===== src/rtl/regbank_pkg.sv =====
// Shared constants and types for the 16 x 32-bit general-purpose register bank.
package regbank_pkg;

  localparam int WIDTH    = 32;
  localparam int NUM_REGS = 16;

  typedef logic [WIDTH-1:0]    word_t;
  typedef logic [NUM_REGS-1:0] sel_t;

endpackage


===== src/rtl/reg_word.sv =====
// Single WIDTH-bit storage word with load enable and async active-low clear.
module reg_word
  import regbank_pkg::*;
(
  input  logic  clk_i,
  input  logic  rst_ni,
  input  logic  en_i,
  input  word_t d_i,
  output word_t q_o
);

  word_t q_d, q_q;

  // Load d when enabled, otherwise hold.
  always_comb begin
    q_d = q_q;
    if (en_i) q_d = d_i;
  end

  // State register; reset clears immediately and overrides any load.
  always_ff @(posedge clk_i or negedge rst_ni) begin
    if (!rst_ni) q_q <= '0;
    else         q_q <= q_d;
  end

  assign q_o = q_q;

endmodule


===== src/rtl/register_bank.sv =====
// 16 x 32-bit register bank: a bitmask picks which words capture the shared
// write data; every word is continuously visible on its own output port.
module register_bank
  import regbank_pkg::*;
(
  input  logic  clk,
  input  logic  rst,
  input  sel_t  select,
  input  word_t Din,
  output word_t q0,
  output word_t q1,
  output word_t q2,
  output word_t q3,
  output word_t q4,
  output word_t q5,
  output word_t q6,
  output word_t q7,
  output word_t q8,
  output word_t q9,
  output word_t q10,
  output word_t q11,
  output word_t q12,
  output word_t q13,
  output word_t q14,
  output word_t q15
);

  word_t q_arr [NUM_REGS];

  // One storage word per register; several select bits may be set at once,
  // in which case every selected word loads the same Din.
  for (genvar i = 0; i < NUM_REGS; i++) begin : g_reg
    reg_word u_word (
      .clk_i  (clk),
      .rst_ni (rst),
      .en_i   (select[i]),
      .d_i    (Din),
      .q_o    (q_arr[i])
    );
  end

  // Outputs come straight from the register state, never from Din/select.
  assign q0  = q_arr[0];
  assign q1  = q_arr[1];
  assign q2  = q_arr[2];
  assign q3  = q_arr[3];
  assign q4  = q_arr[4];
  assign q5  = q_arr[5];
  assign q6  = q_arr[6];
  assign q7  = q_arr[7];
  assign q8  = q_arr[8];
  assign q9  = q_arr[9];
  assign q10 = q_arr[10];
  assign q11 = q_arr[11];
  assign q12 = q_arr[12];
  assign q13 = q_arr[13];
  assign q14 = q_arr[14];
  assign q15 = q_arr[15];

endmodule


===== config.mk =====
export PLATFORM = sky130hd
export DESIGN_NAME = register_bank
export DESIGN_NICKNAME = d
export VERILOG_FILES = /design/src/rtl/regbank_pkg.sv /design/src/rtl/reg_word.sv /design/src/rtl/register_bank.sv
export SDC_FILE = /design/constraint.sdc
export NUM_CORES = 1
export LEC_CHECK = 0
export ABC_CLOCK_PERIOD_IN_PS = 800
export CAP_MARGIN = 25
export CORE_ASPECT_RATIO = 1.2
export CORE_MARGIN = 2
export CORE_UTILIZATION = 44
export DETAILED_ROUTE_END_ITERATION = 10
export HOLD_SLACK_MARGIN = 0.02
export PLACE_DENSITY_LB_ADDON = 0.25
export SETUP_SLACK_MARGIN = 0.3
export SKIP_LAST_GASP = 1
export SLEW_MARGIN = 0
export SYNTH_ARGS = -nofsm -noshare
export SYNTH_HDL_FRONTEND = slang
export SYNTH_SLANG_ARGS = --single-unit

===== constraint.sdc =====
create_clock -name clk -period 0.8 [get_ports clk]
set_input_delay 0.2 -clock clk [delete_from_list [all_inputs] [get_ports clk]]
set_output_delay 0.2 -clock clk [all_outputs]
set_load 0.01 [all_outputs]

Yosys cells after proc, flatten, opt, wreduce, memory -nomap -nowiden
Cells that the tools add are included.
W data, S select, Z words.
{"block": "word_totals", "out_inout_bits": 512, "reg_bits": 512, "word_cells": 16, "inputBits": 50}

Logic depth before layout (Yosys ltp)
{"block": "logic_depth", "ltp_word": 0, "mapped_depth": 3}

By module
From an unflattened synthesis, not the netlist that was laid out.
{"block": "unflattened", "cells_unflattened": 1088, "area_unflattened_um2": 21520.6}
{"mod": "reg_word", "area_per_inst_um2": 1345.0, "cells_each": 68, "n_inst": 16}

Worst setup path after synthesis
Ideal clock, no wire load.
{"block": "synth_timing", "path_kind": "input to register", "from": "in select[0]", "to": "reg g_reg[0].u_word.q_q[0]", "cell_stages": 3, "arrival_ns": 0.748, "path_slack_ns": -0.073, "setup_time_ns": 0.125, "path_cell_list": "buf_6 buf_6 mux2_4"}
{"item": "start: declaration", "line_no": "register_bank.sv:8", "source": "input sel_t select,"}
{"item": "end signal: assignment", "line_no": "reg_word.sv:23", "source": "else q_q <= q_d;"}
{"item": "end: declaration", "line_no": "reg_word.sv:12", "source": "word_t q_d, q_q;"}
No word-level cell between the ends.

Worst setup path in the final report
{"block": "layout_timing", "from": "reg g_reg[8].u_word.q_q[7]", "to": "out q8[7]"}
{"item": "start: declaration", "line_no": "reg_word.sv:12"}
{"item": "start signal: assignment", "line_no": "reg_word.sv:23"}
{"item": "end: declaration", "line_no": "register_bank.sv:18", "source": "output word_t q8,"}
No word-level cell between the ends.

==> qor.txt <==
Status - finished with violations
Failing checks - negative hold slack, negative setup slack
Setup CP Type - flip-flop to output port
Crit-path cells - buf_2
Busiest layer in global routing - met2
Final setup margin - -587.6 ps
Maximum clock frequency - 720.6 MHz
Period utilisation layout - 1.735
Critical Path Start - g_reg[8].u_word.q_o[7]
Startpoint types - flip-flop
EDFF count, synth - 0
Worst path arrival time - 1190 ps
Die area - 47,900 sq um
Skew-Pair Late Insertion Delay - 580 ps
Nets - 2,164
Worst r2r src - g_reg[14].u_word.q_o[2]
N_diodes - 0
Slew HR - 0.7691
Antenna viol nets, final - 0
DRT Pass-1 Iters - 4
Synth Area per Inst - 18.13 sq um
Synth Flop Type - dfrtp_1
Worst EP required - 600 ps
Power per cell area - 2222 nW/um^2
Worst path buffer plus inverter count - 1
Pin count of the biggest net entering global routing - 65
DR vias/cell - 4.980
CP Capture Type - output port
Clk sinks - 512
Hold Slack - -349.6 ps
Register area share after synthesis - 0.6309
Final setup violation count - 758
Worst Reg-to-Reg Cells - 4
Most common cell in the netlist - dfrtp_1
Cells after DPL - 2,475
GRT Util Overall - 0.2630
Cts bufs inserted - 51
Slowest CP cell - dfrtp_1
YS warnings - 0
Routability Congestion - 0.8063
Fillers - 3,017
Final Skew - 0 ps
Max-cap violations - 0
Grt ovf - 0
Hold buffer count at CTS - 1
P_leak - 0.01562 uW
Post-synthesis sequential element count - 512
Critical Path Max Stage Delay - 440 ps
Synth unique cells - 6
Fraction of registers with async set/reset - 1.000
Wire per inst - 24.51 um
R2R Setup Slk - -330 ps
Post-synth top area share - 0.6309
Worst hold path type - input port to async pin
Port Buffers - 561
Worst-path clk slew - 60 ps
TNS Setup - -298,610 ps
Core box area - 45,730 sq um
Detail Placement HPWL - 44.22 mm
Post-route DRC - 0
Ports - 562
Worst vdd ir - 1.857 mV
Rows - 86
Met3 global-route usage - 0.06912
Clock tree from TritonCTS - built
Die X - 200.1 um
Levels on crit path - 1
Final instance area - 32,080 sq um
Post-Route WL - 67.76 mm
Reg-to-Reg End - g_reg[14].u_word.q_o[2]
Synth Instances - 1,120
Crit path to - q8[7]
Max Buffers Root-to-Sink - 3
Met1 Use GR - 0.3266
Clock Root Buffer - clkbuf_16
Worst-Margin Slew - 346.3 ps
Vias in the first global route - 14,290
Share of layout cells above drive strength 1 - 0.7413
Min cycle time layout - 1388 ps
Met2 usage - 0.4349
Placed inst area - 28,760 sq um
Area grow syn2layout - 57.97%
First-pass GRT wire length - 94.16 mm
Crit Path Max Fanout - 2
CP delay by family, top - flip-flops
Pins over their slew limit - 0
Synth Net Count - 1,170
Mapped Area - 20,310 sq um
Unrepaired setup endpoints after global routing - yes
Synth area leaders - dfrtp_1 (63%), mux2_2 (17%), mux2_4 (16%)
Drt first-iter violations - 476
Die H - 239.3 um
CTS H-tree depth - 2
Final Hold Viols - 506
Post-synth top area cell - dfrtp_1
Non-filler cells in the finished layout - 2,765
Initial antenna violation count - 0
Most frequent cells after synthesis - dfrtp_1 (512), mux2_2 (302), mux2_4 (210), buf_6 (37), clkbuf_1 (32)
Via count - 13,770
Initial Util - 0.4441
Max reg flops - 512
## layout make-up
cell class,instances,area (sq um),area share
flip-flops and latches,512,12810,0.3994
repair buffers,1037,10140,0.3160
multi-input cells,512,6696,0.2087
clock buffers,78,1560,0.04864
well taps,616,770.7,0.02402
clock inverters,10,105.1,0.003276
## layer usage
| metal | vias to the layer above | part of all wire |
|---|---|---|
| li1 | 5866 | - |
| met1 | 7254 | 0.39 |
| met2 | 522 | 0.50 |
| met3 | 129 | 0.068 |
| met4 | 0 | 0.047 |
| met5 | - | 0 |
## kinds of logic (layout without fill, tap and decap cells)
group	count (synthesis)	in the layout	synth area share
multiplexers	512	512	0.3227
flip-flops	512	512	0.6309
buffers and inverters	96	1125	0.04639
## report_power, final
group / internal [uW] / switching [uW]
Clock: 14000 / 9990
Sequential: 28500 / 1940
Combinational: 10300 / 6590
Total: 52800 / 18500
## worst min-delay path by stage
stage | endpoint | cells past startpoint
final | g_reg[11].u_word.q_o[0] | 2
after global routing | g_reg[11].u_word.q_o[0] | 2
after CTS | g_reg[11].u_word.q_o[0] | 2
after detailed placement | g_reg[11].u_word.q_o[0] | 2
after global placement | g_reg[11].u_word.q_o[0] | 2
after floorplan | g_reg[0].u_word.q_o[0] | 0
## repair_timing
action,4_1_cts,5_1_grt
setup endpoints to repair,1024,1030
hold endpoints to repair,513,506
setup buffers,69,132
gates resized for setup,2153,583
## stage by stage
step                setup WS (ps)  hold WS (ps)    util  power, uW
finish                     -587.6        -349.6  0.7015      71280
global route               -621.0        -366.4  0.7015      73750
CTS                        -614.1        -370.0  0.6347      68150
detailed placement         -457.2         258.0  0.6289      45680
global placement           -449.9         254.3  0.6289      45370
floorplan                  -62.27        -95.59       -      35990
## layout by cell type, fill, tap and decap left out
| cell type | synthesis | layout |
|---|---|---|
| buf_12 | 0 | 74 |
| clkbuf_2 | 0 | 8 |
| buf_4 | 0 | 155 |
| clkinv_2 | 0 | 6 |
| dlygate4sd3_1 | 0 | 1 |
| buf_8 | 27 | 1 |
| buf_6 | 37 | 523 |
| mux2_2 | 302 | 264 |
| bufinv_16 | 0 | 2 |
| mux2_4 | 210 | 248 |
| clkbuf_8 | 0 | 14 |
| clkbuf_16 | 0 | 53 |
| buf_2 | 0 | 243 |
| clkinvlp_4 | 0 | 2 |
| dfrtp_1 | 512 | 512 |
| clkdlybuf4s50_1 | 0 | 32 |
| clkbuf_1 | 32 | 11 |
Power figures use the tool's default switching activity.
